**src/rtl/step_scheduler_if.sv**
```systemverilog
// Handshake and status bundle between the tick source, the game-update datapath and step_scheduler.
// master drives tick/enable/speed/ack/clear; slave is the scheduler.
interface step_scheduler_if #(
    parameter int PEND_W = 3
);
    logic              tick;
    logic              enable;
    logic [1:0]        speed;
    logic              step_ack;
    logic              clear_flags;
    logic              step_req;
    logic [PEND_W-1:0] pending;
    logic [15:0]       step_count;
    logic              overrun;
    logic              timeout;

    modport master (
        output tick, enable, speed, step_ack, clear_flags,
        input  step_req, pending, step_count, overrun, timeout
    );

    modport slave (
        input  tick, enable, speed, step_ack, clear_flags,
        output step_req, pending, step_count, overrun, timeout
    );
endinterface

```
**src/rtl/step_scheduler.sv**
```systemverilog
// Divides delay-counter ticks by 1<<speed and issues each step as a req/ack handshake,
// queueing steps in a saturating pending counter. Optional request watchdog: STEP_TIMEOUT_EN.
//
// state | meaning
// IDLE  | no request outstanding; leaves as soon as a step is pending
// REQ   | step_req high, waiting for step_ack (or watchdog expiry)
// GAP   | one forced low cycle of step_req between requests
module step_scheduler #(
    parameter int PEND_W  = 3,
    parameter int TIMEOUT = 1023
) (
    input  logic             clock,
    input  logic             resetn,
    step_scheduler_if.slave  bus
);
    localparam int WD_W = ($clog2(TIMEOUT + 1) > 10) ? $clog2(TIMEOUT + 1) : 10;
    localparam logic [PEND_W-1:0] PEND_MAX = '1;

    typedef enum logic [1:0] {
        IDLE = 2'd0,
        REQ  = 2'd1,
        GAP  = 2'd2
    } state_t;

    state_t            state;
    state_t            state_nxt;
    logic [2:0]        div;
    logic [2:0]        div_thr;
    logic              step_evt;
    logic [PEND_W-1:0] pend;
    logic [15:0]       cnt;
    logic              ovr;
    logic              tmo;
    logic [WD_W-1:0]   wdog;
    logic              ack_done;
    logic              expire;
    logic              pend_dec;
    logic              pend_full;

    // >= rather than == so lowering speed mid-count fires on the very next tick
    assign div_thr  = 3'((4'd1 << bus.speed) - 4'd1);
    assign step_evt = bus.enable & bus.tick & (div >= div_thr);

    always_ff @(posedge clock) begin
        if (!resetn) begin
            div <= '0;
        end else if (!bus.enable) begin
            div <= '0;
        end else if (bus.tick) begin
            div <= (div >= div_thr) ? 3'd0 : div + 3'd1;
        end
    end

    assign ack_done = (state == REQ) & bus.step_ack;

`ifdef STEP_TIMEOUT_EN
    // an ack arriving on the expiry cycle completes the step normally
    assign expire = (state == REQ) & ~bus.step_ack & (wdog == WD_W'(TIMEOUT - 1));
`else
    assign expire = 1'b0;
`endif

    assign pend_dec  = ack_done | expire;
    assign pend_full = (pend == PEND_MAX);

    always_ff @(posedge clock) begin
        if (!resetn) begin
            wdog <= '0;
        end else if (state != REQ) begin
            wdog <= '0;
        end else begin
            wdog <= wdog + 1'b1;
        end
    end

    always_ff @(posedge clock) begin
        if (!resetn) begin
            state <= IDLE;
        end else begin
            state <= state_nxt;
        end
    end

    always_comb begin
        state_nxt = state;
        unique case (state)
            IDLE:    if (pend != '0) state_nxt = REQ;
            REQ:     if (pend_dec) state_nxt = GAP;
            GAP:     state_nxt = IDLE;
            default: state_nxt = IDLE;
        endcase
    end

    always_ff @(posedge clock) begin
        if (!resetn) begin
            pend <= '0;
        end else if (step_evt && !pend_dec && !pend_full) begin
            pend <= pend + 1'b1;
        end else if (pend_dec && !step_evt) begin
            pend <= pend - 1'b1;
        end
    end

    always_ff @(posedge clock) begin
        if (!resetn) begin
            cnt <= '0;
            ovr <= 1'b0;
            tmo <= 1'b0;
        end else begin
            if (ack_done) cnt <= cnt + 16'd1;
            // a set in the same cycle as clear_flags wins
            ovr <= (step_evt & !pend_dec & pend_full) | (ovr & ~bus.clear_flags);
            tmo <= expire | (tmo & ~bus.clear_flags);
        end
    end

    assign bus.step_req   = (state == REQ);
    assign bus.pending    = pend;
    assign bus.step_count = cnt;
    assign bus.overrun    = ovr;
    assign bus.timeout    = tmo;
endmodule

```
**src/flat_wrapper.sv**
```systemverilog
// flat-port wrapper written by rule: the top's interface ports become plain ports
module step_scheduler_flat 
#(
    parameter int PEND_W  = 3,
    parameter int TIMEOUT = 1023
)
  (clock, resetn, bus_tick, bus_enable, bus_speed, bus_step_ack, bus_clear_flags, bus_step_req, bus_pending, bus_step_count, bus_overrun, bus_timeout);
  step_scheduler_if #(.PEND_W(PEND_W)) bus_i ();
  input  logic clock;
  input  logic resetn;
  input wire logic [$bits(bus_i.tick)-1:0] bus_tick;
  input wire logic [$bits(bus_i.enable)-1:0] bus_enable;
  input wire logic [$bits(bus_i.speed)-1:0] bus_speed;
  input wire logic [$bits(bus_i.step_ack)-1:0] bus_step_ack;
  input wire logic [$bits(bus_i.clear_flags)-1:0] bus_clear_flags;
  output wire logic [$bits(bus_i.step_req)-1:0] bus_step_req;
  output wire logic [$bits(bus_i.pending)-1:0] bus_pending;
  output wire logic [$bits(bus_i.step_count)-1:0] bus_step_count;
  output wire logic [$bits(bus_i.overrun)-1:0] bus_overrun;
  output wire logic [$bits(bus_i.timeout)-1:0] bus_timeout;
  assign bus_i.tick = bus_tick;
  assign bus_i.enable = bus_enable;
  assign bus_i.speed = bus_speed;
  assign bus_i.step_ack = bus_step_ack;
  assign bus_i.clear_flags = bus_clear_flags;
  assign bus_step_req = bus_i.step_req;
  assign bus_pending = bus_i.pending;
  assign bus_step_count = bus_i.step_count;
  assign bus_overrun = bus_i.overrun;
  assign bus_timeout = bus_i.timeout;
  step_scheduler #(.PEND_W(PEND_W), .TIMEOUT(TIMEOUT)) u_core (.clock(clock), .resetn(resetn), .bus(bus_i));
endmodule
```
**config.mk**
```make
export PLATFORM = sky130hd
export DESIGN_NAME = step_scheduler_flat
export DESIGN_NICKNAME = d
export VERILOG_FILES = /design/src/rtl/step_scheduler_if.sv /design/src/rtl/step_scheduler.sv /design/src/flat_wrapper.sv
export SDC_FILE = /design/constraint.sdc
export NUM_CORES = 1
export LEC_CHECK = 0
export CAP_MARGIN = 5
export CORE_ASPECT_RATIO = 1.4
export CORE_MARGIN = 2
export CORE_UTILIZATION = 42
export CTS_CLUSTER_DIAMETER = 80
export DETAILED_ROUTE_END_ITERATION = 10
export PLACE_DENSITY_LB_ADDON = 0.05
export SLEW_MARGIN = 40
export SYNTH_ARGS = -nofsm -noshare
export SYNTH_HDL_FRONTEND = slang
export SYNTH_SLANG_ARGS = --single-unit
```
**constraint.sdc**
```tcl
create_clock -name clock -period 3.4 [get_ports clock]
set_clock_uncertainty 0.05 [all_clocks]
set_input_delay 0.68 -clock clock [delete_from_list [all_inputs] [get_ports clock]]
set_output_delay 0.68 -clock clock [all_outputs]
set_load 0.01 [all_outputs]
```
==> results.json, run 1 <==
{
  "clock_latency_ns": 0.27,
  "syn_area_um2": 1234,
  "nNetsFinal": 180,
  "ff2ff_path_depth": 10,
  "drtIter0Drc": 9,
  "post-route-period-util": 0.8796,
  "core_um2": 2820,
  "fillers": 284,
  "synth_top_cell_area_share": 0.4219,
  "period_needed_ns": 2.991,
  "hold_path_class": "reg -> reg",
  "reg2reg_to": "u_core.bus.pending[2]$_SDFFE_PN0P_",
  "end_kind": "flop",
  "place_area_um2": 1555,
  "dr.pass1.iters": 3,
  "path_class": "in -> reg",
  "grt_first_pass_wirelength_um": 4077,
  "setup_violations": 0,
  "gr-total-overflow": 0,
  "grt_pass1_vias": 938,
  "postRouteAntennaNets": 0,
  "cts_tree": "yes",
  "p_int_mw": 0.5169,
  "r2r_setup_slack_ns": 1.10,
  "seq_area_um2": 520.5,
  "floorplan.die_area_um2": 3393,
  "yosys.area.top_type": "dfxtp_1",
  "ctsResizeCount": 0,
  "top_level_ports": 30,
  "cts_num_sinks": 26,
  "port_buffers": 29,
  "slew_headroom": 0.7420,
  "post_cts_buffers": 0,
  "critPathArrivalTime_ns": 3.15,
  "cts.clk_slew.worst_paths_ns": 0.09,
  "reg2reg_from": "u_core.div[0]$_SDFFE_PN0P_",
  "maxCapViolations": 0,
  "cp_max_fo": 3,
  "hold_buffers": 0,
  "synth.area.top_cells": "dfxtp_1 42%, xor2_1 8.5%, nor2_1 5.8%",
  "synthToLayoutAreaGrowth_pct": 30.53,
  "tightest_slew_ns": 0.3773,
  "p_clk_frac": 0.283,
  "clockBufferDepth": 2,
  "fin_setup_tns_ns": 0,
  "grt_max_degree": 20,
  "root_buffer": "clkbuf_8",
  "cts_buffers": 3,
  "route.detailed.drc": 0,
  "hold_end": "u_core.state[0]$_SDFFE_PN0P_",
  "syn_inst": 135,
  "p_sw_frac": 0.2671,
  "synth_cell_types": 32,
  "leakage_nw": 0.6189,
  "wl_per_cell_um": 11.73,
  "layout-drive-gt1-share": 0.07273,
  "crit_required_ns": 3.56,
  "p_per_area_nw_per_um2": 438.0,
  "rsz0062_at_grt": "false",
  "viasPerCell": 4.960,
  "max-vdd-ir-drop_uv": 264.1,
  "start_kind": "input pin",
  "combPwrFrac": 0.215,
  "hpwl_um": 1832,
  "grt_antenna_before_repair": 0,
  "maxSlewViolCount": 0,
  "status": "complete, no violations",
  "antennaDiodeCount": 0,
  "syn-num-nets": 149,
  "whs_path_depth": 1,
  "initial_utilization": 0.4374,
  "yosys_warnings": 0,
  "fp-row-count": 23,
  "final_area_um2": 1610,
  "gp_congestion": 0.6935,
  "dieHeight_um": 68.13,
  "cts_max_level": 1,
  "power_frac_seq": 0.502,
  "p_sw_mw": 0.1884,
  "syn_area_per_cell_um2": 9.138,
  "multiInputGateArea_um2": 664.4,
  "hold_violations": 0,
  "wirelength_um": 2370,
  "grt_usage": 0.1580,
  "yosysSeqAreaShare": 0.4219,
  "worstHoldStart": "u_core.state[1]$_SDFFE_PN0P_",
  "ys_ff_latch": 26,
  "die_w_um": 49.81,
  "fmax_mhz": 334.4,
  "vias": 1002
}
==> worst max-delay path by stage <==
| stage | end | from | slack [ns] |
|---|---|---|---|
| 2_1_floorplan | u_core.bus.pending[2]$_SDFFE_PN0P_ | bus_speed[0] | 0.51 |
| 3_3_place_gp | u_core.bus.pending[2]$_SDFFE_PN0P_ | bus_speed[1] | 0.18 |
| 3_5_place_dp | u_core.bus.pending[2]$_SDFFE_PN0P_ | bus_speed[0] | 0.07 |
| 4_1_cts | u_core.bus.pending[2]$_SDFFE_PN0P_ | bus_speed[0] | 0.38 |
| 5_1_grt | u_core.bus.pending[2]$_SDFFE_PN0P_ | bus_speed[1] | 0.25 |
| 6_report | u_core.bus.pending[2]$_SDFFE_PN0P_ | bus_speed[1] | 0.41 |
==> flip-flops by register name (all words and copies together), names as in the netlist <==
name	count
u_core.state	2
u_core.bus.step_count	16
u_core.div	3
u_core.bus.overrun	1
u_core.bus.timeout	1
u_core.bus.pending	3
==> power groups by stage <==
stage	clock network [mW]	logic [mW]	registers, mW
finish	0.199	0.152	0.354
global route	0.213	0.167	0.357
CTS	0.206	0.153	0.354
detailed placement	0	0.152	0.361
global placement	0	0.149	0.361
floorplan	0	0.0878	0.360
==> synthesized netlist by cell type, drive strengths merged <==
library cell and instances:
and2 1, clkbuf 4, mux2i 7, and3 3, xor2 12, nor2 19
and2b 1, nand3 5, nand2b 2, nor3b 1, and3b 1, nor2b 2
and4 3, nand4 4, or2b 1, nor4 1, nand2 16, or3 2
a31oi 1, xnor2 3, a21oi 4, or2 1, inv 2, o21ai 3
dfxtp 26, buf 2, fa 1, a2111oi 1, clkinv 1, ha 5
==> kinds of logic (layout without fill, tap and decap cells) <==
logic type / Yosys count / in the layout / share of synthesized area
simple gates: 63 / 63 / 0.2678
flops: 26 / 26 / 0.4219
xor+xnor: 15 / 15 / 0.1065
compound gates: 9 / 9 / 0.04057
buf+inv: 9 / 39 / 0.03955
mux: 7 / 7 / 0.05680
fa+ha+maj: 6 / 6 / 0.06694
==> area by class of cell <==
class	count	share of cell area
clock buffers	4	0.03419
inverters	3	0.006993
multi-input cells	100	0.4126
flip-flops and latches	26	0.3232
well taps	37	0.02875
repair buffers	32	0.1943
==> layout by cell type (no fill, tap or decap) <==
cell type	netlist	routed
nor3b_1	1	1
or3_1	2	2
a31oi_1	1	1
xor2_1	12	12
mux2i_1	7	7
dfxtp_1	26	26
and4_1	3	3
nor2b_1	2	2
xnor2_1	3	3
a2111oi_0	1	1
clkbuf_8	0	4
and3b_1	1	1
and3_2	1	1
fa_1	1	1
and2b_2	1	1
nand3_4	1	1
nor4_1	1	1
or2_2	1	1
inv_1	2	2
clkinv_1	1	1
a21oi_1	4	4
and2_2	1	1
buf_4	0	3
ha_1	5	5
clkdlybuf4s50_1	0	29
or2b_1	1	1
nor2_1	19	19
and3_1	2	2
nand4_1	4	4
nand2_1	16	16
nand2b_1	2	2
nand3_1	4	4
o21ai_0	3	3
==> worst max-delay path, stage by stage <==
cell             delay [ns]
clkdlybuf4s50_1        0.43
or2_2                  0.28
ha_1                   0.27
nor2b_1                0.04
o21ai_0                0.19
and3_1                 0.20
nand2_1                0.08
fa_1                   0.40
or2b_1                 0.23
mux2i_1                0.16
mux2i_1                0.19
==> per-stage QoR <==
step | utilization | hold WS (ns) | worst slack [ns] | std cells | power (mW)
floorplan | - | 0.3565 | 0.5056 | 135 | 0.4480
global placement | 0.5515 | 0.3655 | 0.1800 | 198 | 0.5100
detailed placement | 0.5515 | 0.3944 | 0.07497 | 198 | 0.5126
CTS | 0.5710 | 0.4077 | 0.3833 | 202 | 0.7137
global route | 0.5710 | 0.4366 | 0.2519 | 202 | 0.7373
finish | 0.5710 | 0.4015 | 0.4095 | 202 | 0.7053
==> routing by layer <==
metal	share of wire	vias up	track usage
li1	-	512	-
met1	0.43	465	0.1732
met2	0.51	21	0.2900
met3	0.040	4	0.02183
met4	0.019	0	0.09375
met5	0	-	0
Note: power is estimated with default switching activity, not from simulation.
==> run 2, diff against run 1 <==
Settings changed: CAP_MARGIN 5 to 20.
==> results of run 2 <==
No change in the layout: final DEF, timing and power equal those of run 1.
==> run 3, diff against run 2 <==
Clock period 3.4 ns to 2.5 ns, I/O delays scaled along.
==> results.json, run 3 (synthesized netlist as in run 1, its figures left out) <==
{
  "p_per_area_nw_per_um2": 580.8,
  "grt_pass1_vias": 1022,
  "grt_max_degree": 15,
  "reg2reg_to": "u_core.bus.pending[2]$_SDFFE_PN0P_",
  "hold_violations": 0,
  "reg2reg_from": "u_core.div[0]$_SDFFE_PN0P_",
  "final_area_um2": 1658,
  "tightest_slew_ns": 0.3268,
  "hold_path_class": "reg -> reg",
  "whs_path_depth": 1,
  "dieHeight_um": 68.13,
  "whs_ns": 0.3842,
  "place_area_um2": 1605,
  "vias": 1017,
  "finalPower_mw": 0.9629,
  "clock_latency_ns": 0.26,
  "clockBufferDepth": 2,
  "critical_path.max_stage_delay_ns": 0.36,
  "layout-drive-gt1-share": 0.1294,
  "floorplan.die_area_um2": 3393,
  "cts_max_level": 1,
  "max-vdd-ir-drop_uv": 409.2,
  "antennaDiodeCount": 0,
  "grt_antenna_before_repair": 0,
  "grt_first_pass_wirelength_um": 4257,
  "route.detailed.drc": 0,
  "fin_ws_ns": 0.1725,
  "top_level_ports": 30,
  "crit_family": "simple AND/OR/NAND/NOR gates",
  "period_needed_ns": 2.328,
  "fmax_mhz": 429.6,
  "cp_max_fo": 2,
  "fin_cells": 207,
  "wl_per_cell_um": 11.25,
  "cts_buffers": 3,
  "leakage_nw": 0.6457,
  "dr.pass1.iters": 3,
  "hold_end": "u_core.state[0]$_SDFFE_PN0P_",
  "largest_reg_flops": 16,
  "fp-row-count": 23,
  "cts_tree": "yes",
  "final_common_cell": "clkdlybuf4s50_1",
  "critPathArrivalTime_ns": 2.48,
  "nNetsFinal": 185,
  "cts.clk_slew.worst_paths_ns": 0.08,
  "maxSlewViolCount": 0,
  "worstHoldStart": "u_core.state[1]$_SDFFE_PN0P_",
  "fillers": 286,
  "grt_usage": 0.1624,
  "r2r_setup_slack_ns": 0.27,
  "worst-path-buf-inv": 1,
  "crit_path_frequent_cell": "mux2i_1",
  "postLayoutCoreUtil": 0.5878,
  "wirelength_um": 2329,
  "dpl_worst_slack_ns": -0.4728,
  "gr-total-overflow": 0,
  "initial_utilization": 0.4374,
  "worstPathCellList": "clkbuf_2, or2_4, ha_4, nor2b_1, o21ai_1, and3_1, nand2_2, fa_2, or2b_1, mux2i_1, mux2i_1",
  "cts_num_sinks": 26,
  "fin_setup_tns_ns": 0,
  "gp_congestion": 0.6885,
  "ff2ff_path_depth": 10,
  "die_w_um": 49.81,
  "critPathSlowestCell": "fa_2",
  "synthToLayoutAreaGrowth_pct": 34.38,
  "viasPerCell": 4.913,
  "post-route-period-util": 0.9310,
  "final_cell_mix": "27 x clkdlybuf4s50_1, 26 x dfxtp_1, 19 x nor2_1",
  "maxCapViolations": 0,
  "crit_required_ns": 2.65,
  "hpwl_um": 1849,
  "root_buffer": "clkbuf_8",
  "slew_headroom": 0.7765,
  "end_kind": "flop",
  "dp.cells": 202,
  "core_um2": 2820,
  "postRouteAntennaNets": 0,
  "drtIter0Drc": 6,
  "port_buffers": 29,
  "setup_violations": 0,
  "start_kind": "input pin",
  "status": "complete, no violations",
  "hold_buffers": 0,
  "path_class": "in -> reg",
  "rsz0062_at_grt": "false"
}
-- run 3: cell count changes in the layout (fill, tap and decap cells not counted), sizes merged --
cell and change:
clkbuf +2, clkdlybuf4s50 -2, buf +5
-- run 3: final cells by class --
cell class              count  area (µm²)  share of cell area
well taps                  37       46.29             0.02792
clock buffers               4       55.05             0.03321
inverters                   3       11.26            0.006792
multi-input cells         100       684.4              0.4128
repair buffers             37       340.3              0.2053
flip-flops and latches     26       520.5              0.3140
-- run 3: timing repair --
action | 4_1_cts | 5_1_grt
gates resized for setup | 2 | 4
pin swaps | 4 | 4
setup buffers | 1 | 0
setup endpoints to repair | 1 | 1
-- run 3: report_power, final --
group          internal, mW  switching (mW)
clock network         0.141           0.125
registers             0.443          0.0371
logic                 0.128          0.0884
-- run 3: how the worst max path moves through the flow --
stage	start	end	slack, ns	cells after the start
after floorplan	bus_speed[0]	u_core.bus.pending[2]$_SDFFE_PN0P_	-0.02	11
after global placement	bus_speed[1]	u_core.bus.pending[2]$_SDFFE_PN0P_	-0.42	11
after detailed placement	bus_speed[1]	u_core.bus.pending[2]$_SDFFE_PN0P_	-0.47	11
after CTS	bus_speed[1]	u_core.bus.pending[2]$_SDFFE_PN0P_	0.004	11
after global routing	bus_speed[0]	u_core.bus.pending[2]$_SDFFE_PN0P_	0.06	11
final	bus_speed[0]	u_core.bus.pending[2]$_SDFFE_PN0P_	0.17	11
-- run 3: per-layer routing --
layer / share of wire / GRT usage / vias up
met4: 0.014 / 0.08333 / 0
met3: 0.027 / 0.01965 / 4
met1: 0.40 / 0.1737 / 473
met5: 0 / 0 / -
met2: 0.55 / 0.3117 / 17
li1: - / - / 523
